===== src/rtl/mem_arbiter.sv =====
// mem_arbiter: shares one memory port between instruction fetch and data
// load/store. Each requester gets a req/ack handshake. Only one memory
// transaction runs at a time, and ties are broken round-robin.
// Optional watchdog: define MEM_ARB_TIMEOUT_EN to abort transactions that
// stay outstanding for TIMEOUT cycles.
module mem_arbiter #(
   parameter int          TIMEOUT    = 255,
   parameter logic [31:0] ABORT_DATA = 32'hDEADBEEF
) (
   input  logic        clock,
   input  logic        reset,
   input  logic        f_req,
   input  logic [31:0] f_addr,
   output logic        f_ack,
   output logic [31:0] f_rdata,
   input  logic        d_req,
   input  logic        d_we,
   input  logic        d_byte,
   input  logic [31:0] d_addr,
   input  logic [31:0] d_wdata,
   output logic        d_ack,
   output logic [31:0] d_rdata,
   output logic        mem_start,
   output logic        mem_we,
   output logic        mem_byte,
   output logic [31:0] mem_addr,
   output logic [31:0] mem_wdata,
   input  logic [31:0] mem_rdata,
   input  logic        mem_ready,
   input  logic        mem_write_done,
   output logic        timeout_err
);

   typedef enum logic [1:0] {IDLE, BUSY, ACK} state_t;

   state_t state, state_nx;
   logic   last_grant;   // 1 = data was granted last, 0 = fetch
   logic   owner;        // requester that owns the current transaction
   logic   grant_d;      // arbitration result: 1 = data wins
   logic   any_req;
   logic   done;         // completion of the matching type while BUSY
   logic   to_hit;       // watchdog expiry (never set when done is set)
   logic [31:0] rd_word;

   assign any_req = f_req | d_req;
   assign done    = (state == BUSY) && (mem_we ? mem_write_done : mem_ready);
   assign rd_word = to_hit ? ABORT_DATA : mem_rdata;

   // Round-robin arbitration: a lone requester wins, a tie goes to the one not granted last
   always_comb begin
      grant_d = d_req;
      if (f_req && d_req)
         grant_d = ~last_grant;
   end

`ifdef MEM_ARB_TIMEOUT_EN
   logic [15:0] to_cnt;

   assign to_hit = (state == BUSY) && !done && (to_cnt == 16'(TIMEOUT));

   // Watchdog counter cleared on grant, counts BUSY cycles without completion; sticky error flag
   always_ff @(posedge clock or posedge reset) begin
      if (reset) begin
         to_cnt      <= '0;
         timeout_err <= 1'b0;
      end else begin
         if (state == IDLE)
            to_cnt <= '0;
         else if (state == BUSY && !done)
            to_cnt <= to_cnt + 16'd1;
         if (to_hit)
            timeout_err <= 1'b1;
      end
   end
`else
   assign to_hit      = 1'b0;
   assign timeout_err = 1'b0;
`endif

   // State register
   always_ff @(posedge clock or posedge reset) begin
      if (reset) state <= IDLE;
      else       state <= state_nx;
   end

   // Next-state logic: IDLE -> BUSY on any request, BUSY -> ACK on completion or abort
   always_comb begin
      state_nx = state;
      case (state)
         IDLE:    if (any_req) state_nx = BUSY;
         BUSY:    if (done || to_hit) state_nx = ACK;
         ACK:     state_nx = IDLE;
         default: state_nx = IDLE;
      endcase
   end

   // Datapath: latch granted request, pulse start/ack, capture read data, track last grant
   always_ff @(posedge clock or posedge reset) begin
      if (reset) begin
         last_grant <= 1'b1;
         owner      <= 1'b0;
         mem_start  <= 1'b0;
         mem_we     <= 1'b0;
         mem_byte   <= 1'b0;
         mem_addr   <= '0;
         mem_wdata  <= '0;
         f_ack      <= 1'b0;
         d_ack      <= 1'b0;
         f_rdata    <= '0;
         d_rdata    <= '0;
      end else begin
         mem_start <= 1'b0;
         f_ack     <= 1'b0;
         d_ack     <= 1'b0;
         case (state)
            IDLE: if (any_req) begin
               owner     <= grant_d;
               mem_start <= 1'b1;
               mem_we    <= grant_d & d_we;
               mem_byte  <= grant_d & d_byte;
               mem_addr  <= grant_d ? d_addr : f_addr;
               mem_wdata <= grant_d ? d_wdata : '0;
            end
            BUSY: if (done || to_hit) begin
               f_ack <= ~owner;
               d_ack <= owner;
               // stores leave the read-data registers untouched
               if (!mem_we) begin
                  if (owner) d_rdata <= rd_word;
                  else       f_rdata <= rd_word;
               end
            end
            ACK:     last_grant <= owner;
            default: ;
         endcase
      end
   end

endmodule


===== config.mk =====
export PLATFORM = sky130hd
export DESIGN_NAME = mem_arbiter
export DESIGN_NICKNAME = d
export VERILOG_FILES = /design/src/rtl/mem_arbiter.sv
export SDC_FILE = /design/constraint.sdc
export NUM_CORES = 1
export LEC_CHECK = 0
export ABC_AREA = 1
export CAP_MARGIN = 5
export CORE_MARGIN = 8
export CORE_UTILIZATION = 41
export CTS_BUF_LIST = sky130_fd_sc_hd__clkbuf_16
export DETAILED_ROUTE_END_ITERATION = 7
export PLACE_DENSITY_LB_ADDON = 0.08
export SLEW_MARGIN = 20
export SYNTH_ARGS = -nofsm -noshare
export SYNTH_HDL_FRONTEND = slang
export SYNTH_SLANG_ARGS = --single-unit

===== constraint.sdc =====
create_clock -name clock -period 5.2 [get_ports clock]
set_input_delay 1.04 -clock clock [delete_from_list [all_inputs] [get_ports clock]]
set_output_delay 1.04 -clock clock [all_outputs]
set_load 0.05 [all_outputs]

==> results.sh <==
export IMPL_outcome="complete, no violations"
export IMPL_post_dp_cell_area_mm2=0.00843
export IMPL_synth_most_common_cell="nand2_1"
export IMPL_boundaryPins=270
export IMPL_fp_dieW_um=134
export IMPL_end_kind="flop"
export IMPL_initial_utilization=0.414
export IMPL_fin_crit_sh=0.548
export IMPL_rsz0062_at_grt="no"
export IMPL_finalWeightedCongestion=0.821
export IMPL_placed_cells=1049
export IMPL_synth_edf_count=0
export IMPL_startpoint_type="input pin"
export IMPL_slowest_stage="nand2_2"
export IMPL_setup_ws_ns=2.35
export IMPL_ir_drop_uv=472
export IMPL_cts_max_path_buffers=2
export IMPL_route_antenna_remaining_nets=0
export IMPL_drc=0
export IMPL_ys_flop_type="dfrtp_1"
export IMPL_max_stage_delay_ns=0.55
export IMPL_dp_hpwl_um=13500
export IMPL_p_leak_nw=4.19
export IMPL_tns_ns=0
export IMPL_routed_wl_um=18700
export IMPL_avgSynthCellArea_um2=8.87
export IMPL_hp_class="flop to flop"
export IMPL_antenna_cells=0
export IMPL_rr_worst_depth=8
export IMPL_cts_buffers=17
export IMPL_grt_ovfl_total=0
export IMPL_post_drt_wl_per_cell_um=17.3
export IMPL_synth_warnings=0
export IMPL_num_rows=43
export IMPL_critPathKind="input pin to flop"
export IMPL_grt_max_degree=68
export IMPL_grt_pass1_vias=5617
export IMPL_vias_per_cell=5.02
export IMPL_synth_nets=774
export IMPL_max_cap_violations=0
export IMPL_holdCritStartpoint="owner"
export IMPL_synth_common_cells="nand2_1, dfrtp_1, nand3_1"
export IMPL_slew_viol_final=0
export IMPL_cts_tree="yes"
export IMPL_r2r_slack_ns=2.57
export IMPL_firstDrtPassIters=5
export IMPL_timing_rr_end="d_rdata[25]"
export IMPL_areaGrowthSynthToFinish_pct=59.7
export IMPL_grt_pass1_wl_um=29700
export IMPL_htreeDepth=4
export IMPL_vias=5427
export IMPL_grt_total_usage=0.209
export IMPL_grt_antenna_before_repair=1
export IMPL_worst_pin_slew_ns=1.10
export IMPL_cts_resized_gates=0
export IMPL_path_cells="clkdlybuf4s50_1 > inv_1 > nand2_1 > nand2_1 > nor2_4 > buf_4 > nand2_2 > nand2_1 > nand2_1"
export IMPL_timing_rr_start="mem_we"
export IMPL_cp_required_ns=5.49
export IMPL_power_mw=7.12
export IMPL_core_area_mm2=0.0137
export IMPL_insertion_delay_ns=0.41
export IMPL_stdcell_count=1081
export IMPL_path_common_cell="nand2_1"
export IMPL_final_fill_count=1123
export IMPL_setup_viol=0
export IMPL_synthDominantCellAreaShare=0.601
export IMPL_layout_drive_gt1_share=0.0511
export IMPL_setup_worst_path_start="mem_ready"
export IMPL_max_slew_margin_rel=0.267
export IMPL_crit_buf_inv=3
export IMPL_crit_arrival_ns=3.14
export IMPL_period_needed_ns=2.85
export IMPL_synth_largest_area_cell="dfrtp_1"
export IMPL_cts_setup_buffers=0
export IMPL_fin_util=0.662
export IMPL_path_clk_slew_ns=0.06
export IMPL_p_per_area_mw_per_mm2=787
export IMPL_hold_viol_final=0
export IMPL_cts_root_buf="clkbuf_16"
export IMPL_die_area_mm2=0.0178
export IMPL_ys_seq_area_frac=0.606
export IMPL_synthCells=638
export IMPL_netlist_area_mm2=0.00566
export IMPL_async_reset_ff_frac=1.00
export IMPL_holdBufCountCts=0
export IMPL_finClkSkew_ns=0.00701
export IMPL_cp_top_family="simple AND/OR/NAND/NOR gates"
export IMPL_setup_worst_path_end="d_rdata[25]"
export IMPL_drtIter0Drc=371
export IMPL_port_buffers=268
export IMPL_yosysUniqueCellTypes=19
export IMPL_finish_instance_area_mm2=0.00904
export IMPL_dpl_worst_slack_ns=1.60
export IMPL_cp_depth=9
export IMPL_fin_hold_ws_ns=0.440
export IMPL_fmax_ghz=0.351
export IMPL_ys_ff_latch=137
export IMPL_synth_area_leaders="dfrtp_1, nand2_1, nand3_1, nand4_1, a31oi_1"
export IMPL_fin_nets=1024
export IMPL_fp_dieH_um=134
export IMPL_cts_sinks=137
export IMPL_crit_fanout=67
-- registers in the layout, indices dropped and copies added (netlist names) --
signal and flops:
mem_start 1, f_ack 1, state 2, last_grant 1
mem_addr 32, owner 1, d_rdata 32, f_rdata 32
mem_wdata 32, d_ack 1, mem_byte 1, mem_we 1
-- cell type report --
type                    instances  area (um^2)  share of cell area
clock buffers                  17          425              0.0471
inverters                      44          170              0.0188
clock inverters                15          181              0.0201
repair buffers                277         2750               0.304
multi-input cells             411         1860               0.206
flip-flops and latches        137         3430               0.379
well taps                     180          225              0.0249
-- worst min path at each step --
stage          slack (ns)  cells after the start     to
2_1_floorplan        0.42                      1  f_ack
3_3_place_gp         0.43                      1  f_ack
3_5_place_dp         0.43                      1  f_ack
4_1_cts              0.44                      1  f_ack
5_1_grt              0.46                      1  f_ack
6_report             0.44                      1  f_ack
-- power breakdown --
group	internal (mW)	total, mW	switching (mW)
registers	1.58	1.87	0.287
logic	1.21	4.01	2.80
clock network	0.794	1.24	0.446
total	3.59	7.12	3.53
-- layout by cell type, fill, tap and decap left out, types with 9 or more instances in the layout --
master             n
clkdlybuf4s50_1  268
nand2_1          202
dfrtp_1          136
nand3_1           64
inv_1             40
nor2_1            36
nand4_1           34
a31oi_1           33
o21ai_0           31
clkbuf_16         17
buf_4              9
-- per-layer routing --
metal | global-route usage | part of all wire | vias up
met3 | 0.0866 | 0.091 | 35
met4 | 0.0905 | 0.026 | 2
met2 | 0.349 | 0.50 | 222
met5 | 0 | 0.00091 | -
li1 | - | - | 2591
met1 | 0.231 | 0.39 | 2577
-- cells by family (layout without fill, tap and decap cells) --
| group | count (synthesis) | after routing | share of synthesized area |
|---|---|---|---|
| buffers and inverters | 90 | 353 | 0.0685 |
| other | 1 | 1 | 0.000662 |
| AND/OR/NAND/NOR | 340 | 340 | 0.256 |
| AO/OA/AOI/OAI | 70 | 70 | 0.0694 |
| flip-flops | 137 | 137 | 0.606 |
(Power assumes the default switching activity.)
